<file path="src/rtl/cic_pkg.sv">
// Shared DSP helpers for the CIC filters: log2 of a power of two and the
// register-width / gain-normalising shift derivations.
package cic_pkg;

    function automatic int cic_log2(input int value);
        int result;
        result = 0;
        for (int i = 0; i < 31; i++) begin
            if ((1 << i) < value) result = i + 1;
        end
        return result;
    endfunction

    // Register growth of N stages at total rate change R*M.
    function automatic int cic_width(input int dw, input int n, input int r, input int m);
        return dw + n * cic_log2(r * m);
    endfunction

    // Interpolator DC gain is (R*M)^N / R, so this shift restores unity gain.
    function automatic int cic_shift(input int n, input int r, input int m);
        return n * cic_log2(r * m) - cic_log2(r);
    endfunction

endpackage

</file>
<file path="src/rtl/cic_comb.sv">
// One CIC comb stage: registers din minus din delayed by M enabled updates.
module cic_comb #(
    parameter int WI = 25,
    parameter int M  = 1
) (
    input  logic          clk,
    input  logic          reset,
    input  logic          en,
    input  logic [WI-1:0] din,
    output logic [WI-1:0] dout
);
    logic [WI-1:0] dly [M];

    always_ff @(posedge clk or posedge reset) begin
        if (reset) begin
            dout <= '0;
            for (int i = 0; i < M; i++) dly[i] <= '0;
        end else if (en) begin
            dout   <= din - dly[M-1];
            dly[0] <= din;
            for (int i = 1; i < M; i++) dly[i] <= dly[i-1];
        end
    end

endmodule

</file>
<file path="src/rtl/cic_integrator.sv">
// One CIC integrator stage: wrap-around accumulator updated when en is high.
module cic_integrator #(
    parameter int WI = 25
) (
    input  logic          clk,
    input  logic          reset,
    input  logic          en,
    input  logic [WI-1:0] din,
    output logic [WI-1:0] dout
);
    always_ff @(posedge clk or posedge reset) begin
        if (reset) begin
            dout <= '0;
        end else if (en) begin
            dout <= dout + din;
        end
    end

endmodule

</file>
<file path="src/rtl/cic_interpolator.sv">
// CIC interpolator: N combs at the input rate, zero-stuffing by R, N integrators
// at the output rate, then a fixed shift for unity DC gain.
module cic_interpolator
    import cic_pkg::*;
#(
    parameter int DW = 16,
    parameter int N  = 3,
    parameter int R  = 8,
    parameter int M  = 1
) (
    input  logic                 clk,
    input  logic                 reset,
    input  logic                 ce,
    input  logic signed [DW-1:0] s_data,
    input  logic                 s_valid,
    output logic                 s_ready,
    output logic signed [DW-1:0] m_data,
    output logic                 m_valid,
    input  logic                 m_ready
);
    localparam int WI    = cic_width(DW, N, R, M);
    localparam int SHIFT = cic_shift(N, R, M);
    localparam int PW    = cic_log2(R);

    logic [PW-1:0] phase;
    logic          out_free;
    logic          adv;
    logic          accept;

    // Handshake: a beat transfers on a rising edge where ce, valid and ready are
    // all high; valid never depends on ready, and data holds until it transfers.
    assign out_free = !m_valid || m_ready;
    assign s_ready  = ce && (phase == '0) && out_free;
    assign adv      = ce && out_free && ((phase != '0) || s_valid);
    assign accept   = s_valid && s_ready;

    logic        [WI-1:0] comb_in  [N];
    logic        [WI-1:0] comb_out [N];
    logic        [WI-1:0] int_in   [N];
    logic        [WI-1:0] int_out  [N];
    logic signed [WI-1:0] int_last;

    assign int_last = int_out[N-1];

    for (genvar g = 0; g < N; g++) begin : g_stage
        if (g == 0) begin : g_head
            assign comb_in[g] = {{(WI-DW){s_data[DW-1]}}, s_data};
            // Zero-stuffing: the comb result enters only on the phase-0 step.
            assign int_in[g]  = (phase == '0) ? comb_out[N-1] : '0;
        end else begin : g_link
            assign comb_in[g] = comb_out[g-1];
            assign int_in[g]  = int_out[g-1];
        end

        cic_comb #(
            .WI(WI),
            .M (M)
        ) u_comb (
            .clk  (clk),
            .reset(reset),
            .en   (accept),
            .din  (comb_in[g]),
            .dout (comb_out[g])
        );

        cic_integrator #(
            .WI(WI)
        ) u_integrator (
            .clk  (clk),
            .reset(reset),
            .en   (adv),
            .din  (int_in[g]),
            .dout (int_out[g])
        );
    end

    always_ff @(posedge clk or posedge reset) begin
        if (reset) begin
            phase   <= '0;
            m_data  <= '0;
            m_valid <= 1'b0;
        end else if (adv) begin
            phase   <= (phase == PW'(R - 1)) ? '0 : phase + 1'b1;
            m_data  <= DW'(int_last >>> SHIFT);
            m_valid <= 1'b1;
        end else if (ce && m_ready) begin
            m_valid <= 1'b0;
        end
    end

endmodule

</file>
<file path="config.mk">
export PLATFORM = sky130hd
export DESIGN_NAME = cic_interpolator
export DESIGN_NICKNAME = d
export VERILOG_FILES = /design/src/rtl/cic_pkg.sv /design/src/rtl/cic_comb.sv /design/src/rtl/cic_integrator.sv /design/src/rtl/cic_interpolator.sv
export SDC_FILE = /design/constraint.sdc
export NUM_CORES = 1
export LEC_CHECK = 0
export CORE_MARGIN = 1.5
export CORE_UTILIZATION = 45
export DETAILED_ROUTE_END_ITERATION = 16
export GPL_TIMING_DRIVEN = 0
export SYNTH_ARGS = -nofsm -noshare
export SYNTH_HDL_FRONTEND = slang
export SYNTH_SLANG_ARGS = --single-unit
</file>
<file path="constraint.sdc">
create_clock -name clk -period 6.5 [get_ports clk]
set_input_delay 1.3 -clock clk [delete_from_list [all_inputs] [get_ports clk]]
set_output_delay 1.3 -clock clk [all_outputs]
set_load 0.01 [all_outputs]
</file>
Yosys cells after proc, flatten, opt, wreduce, memory -nomap -nowiden
Index checks and enable logic that the tools add are counted.
{"block": "word_totals", "out_inout_bits": 18, "wordCells": 36, "reg_bits": 236, "in_bits": 21}
{"block": "classes", "eq_ne": 1, "mux": 4, "n_reduce_logical": 12, "addsub": 7}
{"cell": "$add A25 B25 Y25", "count": 3}
{"cell": "$sub A25 B25 Y25", "count": 2}
{"cell": "$mux W25", "count": 1}
{"cell": "$sub A16 B16 Y17", "count": 1}
{"cell": "$logic_and A1 B1 Y1", "count": 6}
{"cell": "$add A3 B1 Y3 const B", "count": 1}
{"cell": "$eq A3 B3 Y1 const B", "count": 1}
{"cell": "$logic_not A3 Y1", "count": 1}
{"cell": "$mux W3", "count": 1}
{"cell": "$reduce_bool A3 Y1", "count": 1}
{"cell": "$logic_or A1 B1 Y1", "count": 2}
{"cell": "$mux W1", "count": 2}
{"cell": "$reduce_bool A2 Y1", "count": 1}
{"cell": "$logic_not A1 Y1", "count": 1}

Depth between registers and ports, before layout
Gate-level depths: netlist of run 1.
{"block": "logic_depth", "ltp_word": 5, "depth_mapped": 16}

By module
Synthesis of run 1 repeated with hierarchy kept, for this count alone.
{"block": "hier_totals", "hier_cells": 1910, "hier_area_um2": 17291.6}
{"module": "cic_comb (g_stage[1].u_comb ...)", "n_inst": 2, "cells_per_inst": 377, "area_each_um2": 3260.6}
{"module": "cic_integrator", "n_inst": 3, "cells_per_inst": 234, "area_each_um2": 2154.6}
{"module": "cic_comb (g_stage[0].u_comb)", "n_inst": 1, "cells_per_inst": 366, "area_each_um2": 3199.3}
{"module": "cic_interpolator", "n_inst": 1, "cells_per_inst": 88, "area_each_um2": 1107.3}

Worst setup path after synthesis of run 1
Ideal clock, no wire load.
{"block": "synth_path", "path_type": "input to register", "from": "input s_data[0]", "to": "register g_stage[0].u_comb.dout[8]", "slack_ns": 3.087, "n_path_buf": 0, "stages": 11, "arrival_ns": 3.344, "cell_sequence": "inv_1 > ha_1 > fa_1 > nor2b_1 > o21ai_1 > a21boi_0 > o21ai_0 > nand2b_1 > a21oi_1 > or4b_2 > nand3_1"}
{"block": "synth_via", "elab_chain_len": 1}
{"item": "start: declaration", "line": "cic_interpolator.sv:14", "rtl": "input logic signed [DW-1:0] s_data,"}
{"item": "$sub A16 B16 Y17", "line": "cic_comb.sv:19", "rtl": "dout <= din - dly[M-1];"}
{"item": "end signal: assignment", "line": "cic_comb.sv:19"}
{"item": "end: declaration", "line": "cic_comb.sv:10", "rtl": "output logic [WI-1:0] dout"}
Every way passes these cells.
A chain may end at the register's enable or synchronous reset.

Final worst setup path of run 1
{"block": "layout_path", "from": "input m_ready", "to": "output s_ready"}
{"block": "layout_via", "elab_chain_len": 2}
{"item": "start: declaration", "line": "cic_interpolator.sv:19", "rtl": "input logic m_ready"}
{"item": "$logic_or A1 B1 Y1", "line": "cic_interpolator.sv:32", "rtl": "assign out_free = !m_valid || m_ready;"}
{"item": "$logic_and A1 B1 Y1", "line": "cic_interpolator.sv:33", "rtl": "assign s_ready = ce && (phase == '0) && out_free;"}
{"item": "end: declaration", "line": "cic_interpolator.sv:16", "rtl": "output logic s_ready,"}
Every way passes these cells.

==> flow_metrics.py, run 1 <==
metrics = {
    "outcome": {
        "outcome": "finished clean",
    },
    "synthesis": {
        "yosysSeqAreaShare_pct": 38.6,
        "yosysMostFrequentCell": "nand2_1",
        "syn_nets": 1663,
        "yosysWarnings": 0,
        "yosysTopAreaCell": "dfrtp_1",
        "synthDominantCellAreaShare_pct": 38.6,
        "synth_area_sq_um": 13100,
        "ys_seq_elements": 202,
        "async_reset_ff_share_pct": 100,
        "avgSynthCellArea_sq_um": 8.64,
        "synthCells": 1516,
        "synth_edf_count": 0,
        "yosysUniqueCellTypes": 64,
        "ys.flop_type": "dfrtp_1",
        "synthTopCellsByArea": "dfrtp_1 (39%), ha_1 (11%), nand2_1 (8.5%)",
        "netlist_top_cells_count": "nand2_1 (296), dfrtp_1 (202), o21ai_0 (198)",
    },
    "setup_path": {
        "cpMostUsedCell": "clkdlybuf4s50_1",
        "critPathMaxFanout": 5,
        "cp-end-kind": "output port",
        "slowest_stage": "o21ai_0",
        "crit_path_start_kind": "input port",
        "cp_data_arrival_time_ps": 3280,
        "critical_path_required_ps": 5200,
        "worst-setup-path-type": "input port to output port",
        "path_cells": "clkdlybuf4s50_1, o21ai_0, nor2_1, clkdlybuf4s50_1",
        "critPathMaxStageDelay_ps": 810,
    },
    "final_layout": {
        "multi_input_area_sq_um": 7490,
        "drive_gt1_share_pct": 4.68,
        "syn_to_final_growth_pct": 13.5,
        "diodes": 0,
        "fin_cells": 1988,
        "fin_nets": 1734,
        "area.sequential_sq_um": 5050,
        "fillCellCount": 2729,
    },
    "die": {
        "rows": 62,
        "die_area_sq_um": 30100,
        "chipWidth_um": 174,
        "ioPinCount": 39,
        "start_util_pct": 45.6,
        "core_sq_um": 28700,
        "die_h_um": 174,
    },
    "power": {
        "p_leak_uw": 0.00714,
        "power.switching_uw": 3600,
        "irDropWorstVdd_mv": 0.255,
        "clkPwrFrac_pct": 16.4,
        "powerDensity_nw_per_um2": 554,
        "seq_power_share_pct": 26.7,
        "internal_power_uw": 4650,
        "pwr-share-comb_pct": 56.9,
        "p_sw_share_pct": 43.6,
    },
    "placed_design": {
        "dp_hpwl_mm": 24.2,
        "dp_cells": 1943,
        "port-buffer-count": 38,
        "gp_congestion": 0.925,
        "dpl_worst_slack_ps": 1960,
    },
    "grt": {
        "grt_pass1_vias": 10500,
        "grt-ovfl-total": 0,
        "antenna_found_initial": 0,
        "grt_pass1_wl_mm": 52.9,
        "grt_max_degree": 41,
        "grt_use_total_pct": 21.5,
    },
    "sta": {
        "worst_pin_slew_ps": 1040,
        "finalSetupViolations": 0,
        "finalClockSkew_ps": 9.64,
        "rsz0062_at_grt": "no",
        "drv_slew": 0,
        "fin_crit_ps": 4580,
        "max_freq_ghz": 0.218,
        "slew_headroom_pct": 30.1,
        "finalSetupTns_ps": 0,
        "hold_violations": 0,
        "finalCritPeriodShare_pct": 70.5,
        "finalWorstSetupSlack_ps": 1920,
    },
    "detailed_routing": {
        "final_antenna_net_count": 0,
        "drtIter0Drc": 471,
        "vias_per_cell": 5.30,
        "drc": 0,
        "wirelength_mm": 31.4,
        "firstDrtPassIters": 5,
        "wl_per_cell_um": 15.8,
        "via_count": 10500,
    },
    "clock_network": {
        "cts.path.max_buffers": 3,
        "cts_setup_buffers": 0,
        "cts.sinks": 202,
        "cts-root-buf": "clkbuf_16",
        "clk_pin_slew_ps": 60,
        "clk_latency_ps": 530,
        "cts_tree": "yes",
        "cts_hold_buf": 0,
        "cts_inserted_buffers": 26,
        "htreeDepth": 1,
        "cts_resized": 0,
    },
    "run": {
        "cap_violations": 0,
    },
    "min_path": {
        "min_path_type": "flop to flop",
    },
}
per-stage QoR:
stage | total power [uW] | utilization [%] | hold slack [ps] | area (sq um)
2_1_floorplan | 5820 | - | 440 | 13100
3_3_place_gp | 6790 | 48.7 | 452 | 14000
3_5_place_dp | 6880 | 49.0 | 461 | 14100
4_1_cts | 8280 | 51.8 | 474 | 14900
5_1_grt | 9060 | 51.8 | 496 | 14900
6_report | 8240 | 51.8 | 466 | 14900
sequential cells by signal (all words and copies together) (netlist names):
| signal | count |
|---|---|
| m_data | 16 |
| g_stage.u_comb.dout | 61 |
| m_valid | 1 |
| g_stage.u_comb.dly | 55 |
| phase | 3 |
| g_stage.u_integrator.dout | 66 |
critical path, delay by kind of cell:
kind                   cells  cell delay (ps)
buffers and inverters      2              960
and+or+nand+nor            1              210
AOI/OAI and AO/OA          1              810
area by class of cell:
cell class	count	area share, %
Sequential cell	202	34.0
Buffer	57	1.54
Multi-Input combinational cell	1171	50.4
Clock inverter	8	0.370
Inverter	86	2.20
Tap cell	384	3.23
Timing Repair Buffer	43	3.23
Clock buffer	37	5.06
kinds of logic (layout without fill, tap and decap cells):
kind of cell             count (synthesis)  after routing  synth area share (%)
buffers and inverters                  143            231                  4.21
flip-flops                             202            202                  38.6
multiplexers                             7              7                 0.554
adder cells (fa/ha/maj)                126            126                  12.4
AO/OA/AOI/OAI                          453            453                  21.0
AND/OR/NAND/NOR                        490            490                  16.9
XOR/XNOR                                95             95                  6.35
power groups by stage:
stage	clock [uW]	sequential, uW	combinational (uW)
4_1_cts	1380	2210	4690
3_5_place_dp	0	2220	4660
6_report	1350	2200	4690
3_3_place_gp	0	2210	4580
5_1_grt	1430	2280	5350
2_1_floorplan	0	2130	3690
metal layers:
metal / track usage [%] / wire (um) / part of all wire, %
met1: 24.8 / 13100 / 42
met2: 41.4 / 16600 / 53
met3: 2.21 / 755 / 2.4
met4: 6.54 / 927 / 3.0
met5: 0 / 0 / 0
layout by cell type, fill, tap and decap left out, types with 6 or more instances in the layout:
cell type / count
o21ai_0: 198
clkbuf_16: 26
or3_1: 6
a21o_1: 50
o21ai_1: 10
fa_1: 6
o31ai_1: 9
clkdlybuf4s50_1: 38
a21oi_1: 89
a211oi_1: 15
and2_1: 20
nand2b_1: 24
xnor2_1: 46
a31oi_1: 15
nor2b_1: 14
ha_1: 120
o21a_1: 12
nor2_1: 47
dfrtp_1: 202
buf_2: 12
xor2_1: 49
clkbuf_8: 6
nand4_1: 12
clkinv_2: 6
a31o_2: 6
o211ai_1: 6
nor3_1: 12
inv_1: 85
nor3b_1: 7
buf_1: 7
clkbuf_1: 43
nand3_1: 17
and3_1: 15
nand2_1: 296
final timing paths:
check                                                            from                                            to  slack, ps  cells past startpoint
worst min-delay path            g_stage[2].u_comb.dout[9]$_DFFE_PP0P_         g_stage[2].u_comb.dout[9]$_DFFE_PP0P_        470                      2
worst max-delay path                                          m_ready                                       s_ready       1920                      4
worst min register to register  g_stage[2].u_comb.dout[9]$_DFFE_PP0P_         g_stage[2].u_comb.dout[9]$_DFFE_PP0P_        470                      2
min in group asynchronous                                       reset   g_stage[0].u_integrator.dout[0]$_DFFE_PP0P_       1220                      2
worst max register to register                   phase[0]$_DFFE_PP0P_  g_stage[0].u_integrator.dout[16]$_DFFE_PP0P_       2690                     16
max in group asynchronous                                       reset         g_stage[1].u_comb.dly[13]$_DFFE_PP0P_       4160                      5
No activity file was read; power rests on OpenSTA's default activity.
==> inputs of run 2 (changes only) <==
==> constraint.sdc (replaced) <==
create_clock -name clk -period 4 [get_ports clk]
set_input_delay 0.8 -clock clk [delete_from_list [all_inputs] [get_ports clk]]
set_output_delay 0.8 -clock clk [all_outputs]
set_load 0.01 [all_outputs]
==> run 2 against run 1 <==
Global-route usage is essentially flat. Clock skew shrank 1.2 ps. Sequential share of layout area is essentially flat. Utilization grew 0.052 points. Total power grew 63%. Worst hold slack is essentially flat. Largest cell class unchanged. Critical path depth grew 11. Critical endpoint is now g_stage[0].u_integrator.dout[20]$_DFFE_PP0P_. Cell area grew 0.10%. First-iteration DRC count grew 1.5%. Count of clock-buffer cells in the layout is the same. Wire length grew 0.12%. Sequential cell count is the same.
==> flow_metrics.py, run 2 (same netlist as run 1, synthesis figures left out) <==
metrics = {
    "die": {
        "ioPinCount": 39,
        "chipWidth_um": 174,
        "rows": 62,
        "die_area_sq_um": 30100,
        "die_h_um": 174,
        "start_util_pct": 45.6,
        "core_sq_um": 28700,
    },
    "final_layout": {
        "layout_common_cells": "nand2_1 (296), dfrtp_1 (202), o21ai_0 (198), ha_1 (120), a21oi_1 (89)",
        "fin_nets": 1736,
        "largest_register_ffs": 66,
        "postLayoutCoreUtil_pct": 51.9,
        "top_register": "g_stage.u_integrator.dout",
        "syn_to_final_growth_pct": 13.6,
        "fin_cells": 1990,
        "drive_gt1_share_pct": 4.79,
        "diodes": 0,
        "fillCellCount": 2731,
        "multi_input_area_sq_um": 7490,
        "largestRegisters": "g_stage.u_integrator.dout x66, g_stage.u_comb.dout x61, g_stage.u_comb.dly x55",
        "layout_commonest_cell": "nand2_1",
        "area.sequential_sq_um": 5050,
    },
    "clock_network": {
        "cts_resized": 0,
        "cts-root-buf": "clkbuf_16",
        "cts_setup_buffers": 0,
        "cts.sinks": 202,
        "cts_hold_buf": 0,
        "clk_latency_ps": 530,
        "cts.path.max_buffers": 3,
        "clk_pin_slew_ps": 60,
        "cts_tree": "yes",
        "cts_inserted_buffers": 26,
        "htreeDepth": 1,
    },
    "power": {
        "powerDensity_nw_per_um2": 901,
        "p_leak_uw": 0.00715,
        "irDropWorstVdd_mv": 0.414,
        "total_power_uw": 13400,
    },
    "detailed_routing": {
        "drtIter0Drc": 478,
        "via_count": 10600,
        "firstDrtPassIters": 5,
        "wirelength_mm": 31.4,
        "wl_per_cell_um": 15.8,
        "drc": 0,
        "vias_per_cell": 5.31,
        "final_antenna_net_count": 0,
    },
    "sta": {
        "finalClockSkew_ps": 8.42,
        "drv_slew": 0,
        "slew_headroom_pct": 30.2,
        "finalCritPeriodShare_pct": 90.0,
        "fin_hold_ws_ps": 466,
        "rsz0062_at_grt": "no",
        "hold_violations": 0,
        "worst_pin_slew_ps": 1040,
        "max_freq_ghz": 0.278,
        "finalWorstSetupSlack_ps": 400,
        "finalSetupViolations": 0,
        "fin_crit_ps": 3600,
    },
    "grt": {
        "grt_use_total_pct": 21.5,
        "grt_pass1_wl_mm": 52.9,
        "grt_pass1_vias": 10500,
        "grt-ovfl-total": 0,
        "grt_max_degree": 41,
        "antenna_found_initial": 0,
    },
    "setup_path": {
        "critPathMaxFanout": 10,
        "cp-end-kind": "flop",
        "crit_path_start_kind": "flop",
        "critical_path_required_ps": 4380,
        "cp_data_arrival_time_ps": 3980,
        "critPathMaxStageDelay_ps": 430,
        "worst-setup-path-type": "flop to flop",
        "cp_top_family": "compound AO/OA/AOI/OAI gates",
        "path_cells": "inv_1, ha_1, nor2b_1, clkbuf_1, and2_1, ha_1, clkbuf_1, a41o_1, a21oi_1, o21ai_1, a21o_1, a21o_1, a31oi_1, xor2_1, o21ai_0",
        "path_buf_inv": 3,
        "slowest_stage": "clkbuf_1",
    },
    "placed_design": {
        "dpl_worst_slack_ps": -0.698,
        "dp_cells": 1943,
        "dp_hpwl_mm": 24.2,
        "gp_congestion": 0.925,
        "port-buffer-count": 38,
    },
    "run": {
        "cap_violations": 0,
    },
    "min_path": {
        "min_path_type": "flop to flop",
    },
    "outcome": {
        "outcome": "finished clean",
    },
}
-- run 2: cell types whose count changed in the layout (fill, tap and decap cells not counted), sizes merged --
| cell | previous run | this run |
|---|---|---|
| buf | 24 | 26 |
-- run 2: path summary, 6_finish.rpt --
| path | start | endpoint | slack, ps | cells after the start |
|---|---|---|---|---|
| worst max register to register | phase[0]$_DFFE_PP0P_ | g_stage[0].u_integrator.dout[20]$_DFFE_PP0P_ | 400 | 15 |
| max in group asynchronous | reset | g_stage[1].u_comb.dout[15]$_DFFE_PP0P_ | 2160 | 5 |
| min in group asynchronous | reset | g_stage[0].u_integrator.dout[0]$_DFFE_PP0P_ | 720 | 2 |
| worst min register to register | g_stage[2].u_comb.dout[9]$_DFFE_PP0P_ | g_stage[2].u_comb.dout[9]$_DFFE_PP0P_ | 470 | 2 |
| worst min-delay path | g_stage[2].u_comb.dout[9]$_DFFE_PP0P_ | g_stage[2].u_comb.dout[9]$_DFFE_PP0P_ | 470 | 2 |
| worst max-delay path | phase[0]$_DFFE_PP0P_ | g_stage[0].u_integrator.dout[20]$_DFFE_PP0P_ | 400 | 15 |
-- run 2: layout make-up --
class,instances,share of cell area [%]
clock inverter,8,0.370
timing repair buffer,45,3.33
inverter,86,2.19
buffer,57,1.54
multi-input combinational,1171,50.3
clock buffer,37,5.05
tap,384,3.23
sequential,202,34.0
-- run 2: power by group --
| group | switching (uW) | internal [uW] | leakage, uW |
|---|---|---|---|
| clock | 893 | 1300 | 0.000404 |
| sequential | 611 | 2970 | 0.00254 |
| combinational | 4350 | 3290 | 0.00420 |
| total | 5850 | 7560 | 0.00715 |
-- run 2: layer usage --
metal / track usage [%] / routed length [um]
met5: 0 / 0
met4: 6.54 / 951
met1: 24.8 / 13100
met3: 2.19 / 767
met2: 41.4 / 16600
-- run 2: stage by stage --
step	TNS (ps)	cell area [sq um]
6_report	0	14900
2_1_floorplan	0	13100
3_5_place_dp	-0.698	14100
5_1_grt	0	14900
3_3_place_gp	-226510	14000
4_1_cts	0	14900
-- run 2: worst reg2reg max path, stage by stage (launching register included) --
cell,delay [ps]
dfrtp_1,400
inv_1,80
ha_1,170
nor2b_1,360
clkbuf_1,430
and2_1,200
ha_1,220
clkbuf_1,180
a41o_1,260
a21oi_1,230
o21ai_1,140
a21o_1,200
a21o_1,170
a31oi_1,160
xor2_1,170
o21ai_0,90
==> inputs of run 3 (changes only) <==
--- a/config.mk
+++ b/config.mk
@@ -9,6 +9,7 @@
 export CORE_UTILIZATION = 45
 export DETAILED_ROUTE_END_ITERATION = 16
 export GPL_TIMING_DRIVEN = 0
+export PLACE_DENSITY = 0.73
 export SYNTH_ARGS = -nofsm -noshare
 export SYNTH_HDL_FRONTEND = slang
 export SYNTH_SLANG_ARGS = --single-unit
==> run 3 against run 2 <==
Cell count is 0.15% lower. Worst hold slack worse by 0.94 ps. First-iteration DRC count is 50% higher. Combinational power hardly changed. Sequential share of layout area hardly changed. Via count is 2.4% higher. Sequential cell count stayed put. Critical path type is now input port to flop. Largest cell class unchanged.
==> flow_metrics.py, run 3 (same netlist as run 1, synthesis figures left out) <==
metrics = {
    "final_layout": {
        "diodes": 0,
        "fillCellCount": 2701,
        "largest_register_ffs": 66,
        "syn_to_final_growth_pct": 13.7,
        "top_register": "g_stage.u_integrator.dout",
        "fin_cells": 1987,
        "largestRegisters": "g_stage.u_integrator.dout x66, g_stage.u_comb.dout x61, g_stage.u_comb.dly x55",
        "layout_commonest_cell": "nand2_1",
        "fin_nets": 1734,
        "drive_gt1_share_pct": 4.62,
        "layout_common_cells": "nand2_1 (296), dfrtp_1 (202), o21ai_0 (198), ha_1 (120), a21oi_1 (89)",
    },
    "grt": {
        "busiest_layer": "met2",
        "antenna_found_initial": 0,
        "grt_use_total_pct": 20.6,
        "use_met1_pct": 23.8,
        "grt_pass1_wl_mm": 51.4,
        "grt_use_met3_pct": 2.24,
        "grt-ovfl-total": 0,
        "grt_max_degree": 44,
        "grt_pass1_vias": 10800,
        "grtUsageMet2_pct": 39.0,
    },
    "setup_path": {
        "r2r_setup_slack_ps": 470,
        "path_buf_inv": 3,
        "path_cells": "clkdlybuf4s50_1, o21ai_0, nor3_1, clkbuf_1, clkbuf_1, o21ai_0",
        "worstReg2RegStart": "phase[0]$_DFFE_PP0P_",
        "worstSetupEndpoint": "g_stage[0].u_comb.dly[11]$_DFFE_PP0P_",
        "critPathMaxFanout": 10,
        "cp_top_family": "buffers and inverters",
        "slowest_stage": "nor3_1",
        "critPathMaxStageDelay_ps": 850,
        "worst-path-stages": 6,
        "reg2reg_to": "g_stage[0].u_integrator.dout[20]$_DFFE_PP0P_",
        "critical_path_required_ps": 4380,
        "worst-setup-path-type": "input port to flop",
        "reg2reg_depth": 15,
        "cp_data_arrival_time_ps": 3920,
        "crit_start": "ce",
        "crit_path_start_kind": "input port",
        "cp-end-kind": "flop",
    },
    "sta": {
        "rsz0062_at_grt": "no",
        "finalClockSkew_ps": 15.8,
        "hold_violations": 0,
        "drv_slew": 0,
        "finalSetupViolations": 0,
        "finalCritPeriodShare_pct": 88.6,
        "max_freq_ghz": 0.282,
        "worst_pin_slew_ps": 969,
        "fin_crit_ps": 3540,
        "fin_hold_ws_ps": 465,
        "slew_headroom_pct": 34.9,
    },
    "die": {
        "ioPinCount": 39,
        "die_area_sq_um": 30100,
        "die_h_um": 174,
        "chipWidth_um": 174,
        "rows": 62,
        "start_util_pct": 45.6,
        "core_sq_um": 28700,
    },
    "placed_design": {
        "gp_congestion": 0.952,
        "dp_cells": 1943,
        "port-buffer-count": 38,
        "dp_hpwl_mm": 23.3,
    },
    "clock_network": {
        "clk_latency_ps": 520,
        "cts.sinks": 202,
        "cts.path.max_buffers": 3,
        "cts-root-buf": "clkbuf_16",
        "htreeDepth": 1,
        "cts_inserted_buffers": 24,
        "clk_pin_slew_ps": 60,
        "cts_tree": "yes",
    },
    "power": {
        "total_power_uw": 13500,
        "internal_power_uw": 7650,
        "seq_power_share_pct": 26.6,
        "p_leak_uw": 0.00714,
        "irDropWorstVdd_mv": 0.420,
        "powerDensity_nw_per_um2": 906,
        "p_sw_share_pct": 43.4,
        "pwr-share-comb_pct": 56.7,
        "power.switching_uw": 5850,
        "clkPwrFrac_pct": 16.7,
    },
    "run": {
        "cap_violations": 0,
    },
    "detailed_routing": {
        "firstDrtPassIters": 5,
        "wl_per_cell_um": 15.5,
        "final_antenna_net_count": 0,
        "drc": 0,
        "drtIter0Drc": 715,
        "vias_per_cell": 5.44,
        "wirelength_mm": 30.7,
        "via_count": 10800,
    },
    "min_path": {
        "hold_path_depth": 2,
        "min_path_type": "flop to flop",
    },
    "outcome": {
        "outcome": "finished clean",
    },
}
[run 3: metal layers]
layer  share of wire [%]  routed length [um]
met1                  42               12900
met2                  52               15800
met3                 2.9                 877
met4                 3.7                1140
met5                   0                   0
[run 3: metrics by stage]
stage          area (sq um)  TNS [ps]  utilization (%)  setup WS [ps]
4_1_cts               14900         0             51.8            264
5_1_grt               14900         0             51.9            133
3_5_place_dp          14100      -390             49.0          -61.8
2_1_floorplan         13100         0                -            584
6_report              14900         0             51.9            457
3_3_place_gp          14000   -188900             48.7           -941
[run 3: timing repair]
| action | in CTS | in global routing |
|---|---|---|
| buffers inserted | 0 | 2 |
| hold buffers | 0 | 0 |
| resized for setup | 0 | 1 |
| setup endpoints to repair | 0 | 3 |
[run 3: worst min-delay path by stage]
| stage | end | from |
|---|---|---|
| final | g_stage[2].u_comb.dout[6]$_DFFE_PP0P_ | g_stage[2].u_comb.dout[6]$_DFFE_PP0P_ |
| after floorplan | g_stage[2].u_comb.dout[3]$_DFFE_PP0P_ | g_stage[2].u_comb.dout[3]$_DFFE_PP0P_ |
| after detailed placement | m_data[4]$_DFFE_PP0P_ | m_data[4]$_DFFE_PP0P_ |
| after global placement | g_stage[2].u_comb.dout[8]$_DFFE_PP0P_ | g_stage[2].u_comb.dout[8]$_DFFE_PP0P_ |
| after global routing | g_stage[2].u_integrator.dout[21]$_DFFE_PP0P_ | g_stage[2].u_integrator.dout[21]$_DFFE_PP0P_ |
| after CTS | g_stage[2].u_integrator.dout[21]$_DFFE_PP0P_ | g_stage[2].u_integrator.dout[21]$_DFFE_PP0P_ |
[run 3: layout make-up]
class	instances	area (sq um)	share of cell area, %
plain buffers	57	229	1.54
clock buffers	34	688	4.62
clock inverters	8	129	0.865
inverters	86	327	2.19
multi-input cells	1171	7490	50.3
flip-flops and latches	202	5050	33.9
well taps	384	480	3.23
repair buffers	45	495	3.33
[run 3: worst min-delay path, delay by kind of cell (launching register included)]
family	cells	cell delay, ps
compound gates	1	50
simple gates	1	40
flops	1	330
[run 3: power by group through the flow]
stage               Sequential, uW  Clock, uW  Combinational, uW
floorplan                     3470          0               6000
global placement              3590          0               7340
detailed placement            3620          0               7540
CTS                           3590       2300               7620
global route                  3720       2380               8650
finish                        3590       2250               7660
